**src/rtl/sdram_port.sv**
```systemverilog
// sdram_port: posted-write queue plus read port in front of one toggle-handshake SDRAM channel,
// with store-to-load forwarding from queued writes and a post-reset drain of any in-flight transfer.
module sdram_port #(
   parameter int ADDR_BITS = 24,
   parameter int DEPTH     = 4
) (
   input  logic                 clk,
   input  logic                 reset,
   input  logic                 wr_valid,
   output logic                 wr_ready,
   input  logic [ADDR_BITS-1:0] wr_addr,
   input  logic [15:0]          wr_data,
   input  logic                 rd_valid,
   output logic                 rd_ready,
   input  logic [ADDR_BITS-1:0] rd_addr,
   output logic [15:0]          rd_data,
   output logic                 rd_done,
   output logic                 ch_req,
   input  logic                 ch_ack,
   output logic                 ch_we,
   output logic [ADDR_BITS-1:0] ch_address,
   output logic [15:0]          ch_data_write,
   input  logic [15:0]          ch_data_read
);
   localparam int PW = $clog2(DEPTH);
   typedef enum logic [1:0] {IDLE, BUSY, DRAIN} state_t;
   state_t state, state_n;
   logic [ADDR_BITS-1:0] addr_q [DEPTH];
   logic [15:0] data_q [DEPTH];
   logic [PW-1:0] wp, rp;
   logic [PW:0] count;
   logic [ADDR_BITS-1:0] pend_addr;
   logic pending, is_rd, push, pop, rd_acc, issue, done, synced, hit;
   logic req_q = 1'b0;
   logic [15:0] fwd;
   assign ch_req   = req_q;
   assign synced   = ch_ack == req_q;
   assign wr_ready = count != (PW+1)'(DEPTH) && state != DRAIN;
   assign rd_ready = !pending && state != DRAIN;
   assign push     = wr_valid && wr_ready;
   assign rd_acc   = rd_valid && rd_ready;
   always_comb begin
      issue   = state == IDLE && (pending || count != '0);
      done    = state == BUSY && synced;
      pop     = done && !is_rd;
      state_n = issue ? BUSY : (done || (state == DRAIN && synced)) ? IDLE : state;
   end
   // Walk oldest to newest so the newest match wins; a same-cycle write is newer still.
   always_comb begin
      hit = 1'b0;
      fwd = '0;
      for (int i = 0; i < DEPTH; i++)
         if ((PW+1)'(i) < count && addr_q[rp + PW'(i)] == rd_addr) begin
            hit = 1'b1;
            fwd = data_q[rp + PW'(i)];
         end
      if (push && wr_addr == rd_addr) begin
         hit = 1'b1;
         fwd = wr_data;
      end
   end
   always_ff @(posedge clk)
      if (push) begin
         addr_q[wp] <= wr_addr;
         data_q[wp] <= wr_data;
      end
   // The request toggle survives reset so an outstanding transfer can still be matched by its ack.
   always_ff @(posedge clk)
      if (!reset && issue) req_q <= ~req_q;
   always_ff @(posedge clk) begin
      if (reset) begin
         state         <= synced ? IDLE : DRAIN;
         wp            <= '0;
         rp            <= '0;
         count         <= '0;
         pending       <= 1'b0;
         pend_addr     <= '0;
         is_rd         <= 1'b0;
         rd_done       <= 1'b0;
         rd_data       <= '0;
         ch_we         <= 1'b0;
         ch_address    <= '0;
         ch_data_write <= '0;
      end else begin
         state   <= state_n;
         rd_done <= 1'b0;
         if (push) wp <= wp + 1'b1;
         if (pop) rp <= rp + 1'b1;
         count <= count + (PW+1)'(push) - (PW+1)'(pop);
         if (rd_acc && hit) begin
            rd_data <= fwd;
            rd_done <= 1'b1;
         end else if (rd_acc) begin
            pending   <= 1'b1;
            pend_addr <= rd_addr;
         end
         if (done && is_rd) begin
            rd_data <= ch_data_read;
            rd_done <= 1'b1;
            pending <= 1'b0;
         end
         if (issue) begin
            is_rd         <= pending;
            ch_we         <= !pending;
            ch_address    <= pending ? pend_addr : addr_q[rp];
            ch_data_write <= pending ? ch_data_write : data_q[rp];
         end
      end
   end
endmodule

```
**config.mk**
```make
export PLATFORM = sky130hd
export DESIGN_NAME = sdram_port
export DESIGN_NICKNAME = d
export VERILOG_FILES = /design/src/rtl/sdram_port.sv
export SDC_FILE = /design/constraint.sdc
export NUM_CORES = 1
export LEC_CHECK = 0
export ABC_AREA = 1
export CAP_MARGIN = 20
export CORE_MARGIN = 2
export CORE_UTILIZATION = 35
export CTS_BUF_LIST = sky130_fd_sc_hd__clkbuf_16
export CTS_CLUSTER_SIZE = 8
export DETAILED_ROUTE_END_ITERATION = 12
export PLACE_DENSITY = 0.64
export SLEW_MARGIN = 20
export SYNTH_ARGS = -nofsm -noshare
export SYNTH_HDL_FRONTEND = slang
export SYNTH_SLANG_ARGS = --single-unit
```
**constraint.sdc**
```tcl
create_clock -name clk -period 5 [get_ports clk]
set_clock_uncertainty 0.1 [all_clocks]
set_input_delay 0.75 -clock clk [delete_from_list [all_inputs] [get_ports clk]]
set_output_delay 0.75 -clock clk [all_outputs]
set_load 0.03 [all_outputs]
```
Word level (Yosys, flattened, before mapping) --
Memories as Yosys holds them, arrays and structs flattened. A register that Yosys moved wholly into a read port is not among the register bits. Cells that the tools add are included.
Operators by class: add/sub/neg operators 6, order comparisons 4, equal/unequal tests 10, mux-type cells 25, bitwise gates (word level) 3, reductions and logical operators 28
Operator list (number):
- equality test 24 bit | 5
- two-way mux 16 bit | 7
- two-way mux 24 bit | 1
- logical AND 1 bit | 16
- two-way mux 2 bit | 8
- two-way mux 1 bit | 9
- less-than comparator 1 x 3 -> 1 bit (first input constant) | 2
- less-than comparator 2 x 3 -> 1 bit (first input constant) | 2
- nonzero test 3 bit | 2
- adder 2 x 1 -> 2 bit (second input constant) | 2
- adder 2 bit (second input constant) | 2
- AND reduction 2 bit | 2
- adder 3 x 1 -> 3 bit | 1
- logical NOT 1 bit | 3
- inequality test 3 bit (second input constant) | 1
- inverter 1 bit | 3
- subtractor 3 x 1 -> 3 bit | 1
- equality test 2 x 1 -> 1 bit (second input constant) | 1
- equality test 2 bit (second input constant) | 1
- logical NOT 2 bit | 1
- logical OR 1 bit | 2
- inequality test 2 bit (second input constant) | 1
- nonzero test 2 bit | 1
- OR reduction 2 bit | 1
- equality test 1 bit | 1
Word-level totals: register bits after elaboration 94, RAM bits 160, input bits 85, output and inout bits 61, logic and storage cells 91, memories 2
Memories:
- addr_q | depth 4, width 24, read ports 4, clocked after Yosys merged registers in 1, write ports 1, line 28 | logic [ADDR_BITS-1:0] addr_q [DEPTH];
- data_q | depth 4, width 16, read ports 4, clocked after Yosys merged registers in 1, write ports 1, line 29 | logic [15:0] data_q [DEPTH];

Longest topological paths before layout --
An unclocked memory read counts as a cell.
depth after elaboration 11, depth in mapped cells 25

Least setup slack after synthesis --
No wires, ideal clock.
path type register to register, start register state[1], end memory addr_q[0][0], enable pin, data arrival time 3.135 ns, data required time 4.463 ns, slack 1.327 ns, stages on the path, launching flop included 7, path buffers 1, period minus slack after synthesis 3.673 ns, path through edfxtp_1 inv_1 nor2_1 a31oi_1 nand2_1 clkbuf_1 nor2_1
Between the ends: cells in the longest elaborated chain, start to end 5
Ends and longest elaborated chain:
- start, declared | line 27 | state_t state, state_n;
- start signal, assigned | line 72 | state <= synced ? IDLE : DRAIN;
- start signal, assigned | line 85 | state <= state_n;
- inequality test 2 bit | line 38 | assign wr_ready = count != (PW+1)'(DEPTH) && state != DRAIN;
- logical AND 1 bit | line 38
- net wr_ready | line 10 | output logic wr_ready,
- logical AND 1 bit | line 40 | assign push = wr_valid && wr_ready;
- two-way mux 1 bit | line 63 | if (push) begin
- two-way mux 1 bit (not written as such) | line 64 | addr_q[wp] <= wr_addr;
- end, declared | line 28
The timed path passes the listed nets, and every way through them passes these cells.

Worst setup path after layout --
start register rp[0], end register rd_data[2]
Between the ends: cells in the longest elaborated chain, start to end 10, elaborated cells on any way between the ends 23, those cells by class add/sub: 3; eq/ne: 3; mux: 10; reduce/logical: 5; memory: 2
Ends and longest elaborated chain:
- start, declared | line 30 | logic [PW-1:0] wp, rp;
- start signal, assigned | line 88 | if (pop) rp <= rp + 1'b1;
- adder 2 x 1 -> 2 bit | line 53, 55
- memory read (4 x 24 bit)
- equality test 24 bit | line 53 | if ((PW+1)'(i) < count && addr_q[rp + PW'(i)] == rd_addr) begin
- logical AND 1 bit | line 53
- two-way mux 16 bit or two-way mux 1 bit (tied branches) (3 in series) | line 53
- two-way mux 16 bit or two-way mux 1 bit (tied branches) | line 57 | if (push && wr_addr == rd_addr) begin
- two-way mux 16 bit or logical AND 1 bit (tied branches) | line 90 | if (rd_acc && hit) begin
- two-way mux 16 bit or nonzero test 2 bit (tied branches)
- end signal, assigned | line 91 | rd_data <= fwd;
- end signal, assigned | line 98 | rd_data <= ch_data_read;
- end, declared | line 16 | output logic [15:0] rd_data,
Several ways; a longest one is shown, not always the timed one. The select of a mux whose other input is x is not followed. A chain may end at the register's enable or synchronous reset.

==> reports/summary.txt <==
Post-synth EDFFs -> 163
CTS buffer count -> 37
Post-synth top area share -> 30.3%
First-pass GRT wire length -> 93.7 mm
DP Wirelength -> 43.8 mm
Clock group share of total power -> 24.5%
TNS Setup -> 0 ps
Fin crit period -> 4150 ps
Hold_ws -> 358 ps
Cell chain of the critical path -> buf_4, o21ai_0, nand2_1, nand2_1, nand2_1, nand2_1, nor2_1, nand3_1, nor2_4, buf_4, nand3_2, nand2_1, nand2_1, nand2_1, nand2_1, nand2_1, nand2_1, nand2_1, nand2_1, a21oi_1
Worst IR Drop VDD -> 0.334 mV
CTS root buf -> clkbuf_16
Crit Path Class -> register to register
Iter 0 DRT Violations -> 1956
Post-CTS Setup Inserts -> 0
Reg clk slew, reported paths -> 50 ps
Final antenna-violating net count -> 0
Post-synthesis compound-gate area fraction -> 11.7%
Reg area -> 6760 sq um
Global Route Usage Sum -> 25.9%
Final wirelength -> 63.0 mm
Fin. Hold Viols -> 0
Slew Viols, Final -> 0
Worst setup margin -> 846 ps
GPL Wtd Cong -> 1.00
Synth Cell Area -> 16200 sq um
Crit-path max FO -> 54
PwrDens -> 484 nW/um^2
Initial Util -> 35.6%
Achievable Freq -> 0.241 GHz
CTS Sinks -> 256
Flop pwr share -> 30.8%
Number of buffers added on ports -> 145
Main combinational cell family by area after synthesis -> simple AND/OR/NAND/NOR gates
Mapped Cells -> 2349
CTS tree -> yes
Synth Area in Simple Gates -> 36.2%
Core footprint -> 45500 sq um
Area grow syn2layout -> 19.0%
Post-route DRC -> 0
Post-synthesis adder-cell area fraction -> 0.742%
Most frequent CP cell -> nand2_1
# nets final -> 2535
Critical Path RT -> 5370 ps
Synth Area in XOR/XNOR -> 1.62%
Largest cells by area after synthesis -> edfxtp_1, nand2_1, dfxtp_1
Die width -> 219 um
Multi-input gate area -> 8320 sq um
Relative slew slack -> 40.8%
FP Rows -> 78
Die area -> 48000 sq um
Synth cell types -> 45
Status -> complete, no violations
CP max stage delay -> 680 ps
Drt wl/cell -> 20.6 um
Asr flop ratio synth -> 0%
Post-synthesis mux area share -> 0.928%
Yosys reg bits -> 256
Dpl ws -> 1010 ps
Clock Path Buffers -> 3
Crit end category -> register
Internal power -> 5.21 mW
Worst-Margin Slew -> 886 ps
Sequential element share of the synthesized area -> 41.8%
Mapped Nets -> 2443
Sw frac -> 44.1%
Die H -> 219 um
Clk_lat worst skew -> 550 ps
Max Cap Violations -> 0
Arr. time, crit path -> 4520 ps
Combinational fraction of design power -> 44.8%
Hold-fix buffers, CTS -> 0
DR vias/cell -> 5.53
NetSw -> 4.12 mW
Total grt overflow -> 0
DRT Pass-1 Iters -> 6
Startpoint Class -> register
Largest net degree at the start of global routing -> 80
Antenna diode count -> 0
Initial antenna violation count -> 2
Lkg Pwr -> 8.33 nW
Htree depth -> 2
Fin crit share -> 83.1%
Synth area leader -> edfxtp_1
Post-CTS Resized -> 0
RSZ-0062 raised after global routing -> no
Count of final setup violators -> 0
Worst min path class -> register to register
Vias -> 16931
Syn avg cell area -> 6.89 sq um
Synth warn -> 0
CP max-delay cell -> dfxtp_4
IO Pins -> 146
Top FF cell, synth -> edfxtp_1
Vias in the first global route -> 15527
Fillers -> 4652
Share of layout cells above drive strength 1 -> 5.48%
## worst paths after layout
path / endpoint / slack (ps) / startpoint / cells past startpoint
worst min-delay path: pend_addr[12] / 360 / pend_addr[12] / 2
worst max-delay path: rd_data[2] / 850 / rp[0] / 20
worst max register to register: rd_data[2] / 850 / rp[0] / 20
worst min register to register: pend_addr[12] / 360 / pend_addr[12] / 2
## cells in the mapped netlist, types with 3 or more instances
master    count
mux2i_1      15
nand4_1      43
nor3_1        5
dfxtp_1      93
nand3_1     198
xnor2_1      21
nor2_1      156
nand2_1     979
a31oi_1      24
nand2_2       4
a221oi_1     17
inv_2         5
o211ai_1      5
buf_1         7
buf_6         4
o22ai_1      15
nor2_2        3
or2_2        19
edfxtp_1    163
o21ai_1       3
inv_1       129
buf_2        48
ha_1          8
buf_4         9
o21ai_0     136
a21boi_0     15
clkbuf_1     70
nand3_2       3
a21oi_1     123
xor2_1        9
## routing by layer
metal / wire [um] / GRT usage (%) / share of wire (%) / up-vias
li1: - / - / - / 7922
met1: 26500 / 36.1 / 42 / 7858
met2: 26900 / 38.9 / 43 / 985
met3: 7190 / 5.53 / 11 / 162
met4: 2410 / 10.5 / 3.8 / 4
met5: 22 / 0 / 0.035 / -
## final cells by class
cell class	count	share of cell area (%)
Clock buffer	37	4.81
Clock inverter	24	0.605
Inverter	135	2.65
Multi-Input combinational cell	1820	43.2
Sequential cell	256	35.1
Tap cell	600	3.90
Timing Repair Buffer	191	9.70
## worst max-delay path, delay by kind of cell (launching register included)
kind / cells / cell delay (ps)
buf+inv: 2 / 880
simple gates: 16 / 1920
flops: 1 / 680
compound gates: 2 / 410
## power by group through the flow
stage	Combinational, mW	Sequential, mW	Clock, mW
floorplan	2.44	3.06	0
global placement	4.02	2.89	0
detailed placement	4.07	2.90	0
CTS	4.09	2.86	2.30
global route	4.53	2.90	2.39
finish	4.17	2.87	2.28
## logic make-up after synthesis
| group | after synthesis |
|---|---|
| AO/OA/AOI/OAI | 342 |
| AND/OR/NAND/NOR | 1424 |
| flip-flops | 256 |
| adder cells (fa/ha/maj) | 9 |
| buffers and inverters | 273 |
| multiplexers | 15 |
| XOR/XNOR | 30 |
## through the flow
step	std cells	power (mW)	instance area, sq um	util, %
CTS	3063	9.25	19200	42.3
finish	3063	9.32	19200	42.3
global placement	3002	6.91	18200	40.0
floorplan	2349	5.50	16200	-
global route	3063	9.82	19200	42.3
detailed placement	3002	6.97	18200	40.0
## cell usage in the layout (no fill, tap or decap), drive strengths merged, types with 3 or more instances in the layout
| master | synthesis | final |
|---|---|---|
| a21boi | 16 | 16 |
| a21oi | 123 | 123 |
| a221oi | 17 | 17 |
| a31oi | 24 | 24 |
| buf | 68 | 47 |
| clkbuf | 70 | 37 |
| clkdlybuf4s50 | 0 | 144 |
| dfxtp | 93 | 93 |
| edfxtp | 163 | 163 |
| ha | 8 | 8 |
| inv | 135 | 159 |
| mux2i | 15 | 15 |
| nand2 | 984 | 984 |
| nand3 | 201 | 201 |
| nand4 | 43 | 43 |
| nor2 | 161 | 161 |
| nor3 | 5 | 5 |
| nor3b | 3 | 3 |
| o211ai | 5 | 5 |
| o21ai | 139 | 139 |
| o22ai | 15 | 15 |
| or2 | 22 | 22 |
| xnor2 | 21 | 21 |
| xor2 | 9 | 9 |
## state kept, by name, indices dropped and copies added, names as in the netlist, named ones only
name and flops:
addr_q 96, data_q 64, ch_address 24, pend_addr 24, ch_data_write 16, rd_data 16
count 3, rp 2, state 2, wp 2, ch_req 1, ch_we 1
is_rd 1, pending 1, rd_done 1
Note: power is estimated with default switching activity, not from simulation.
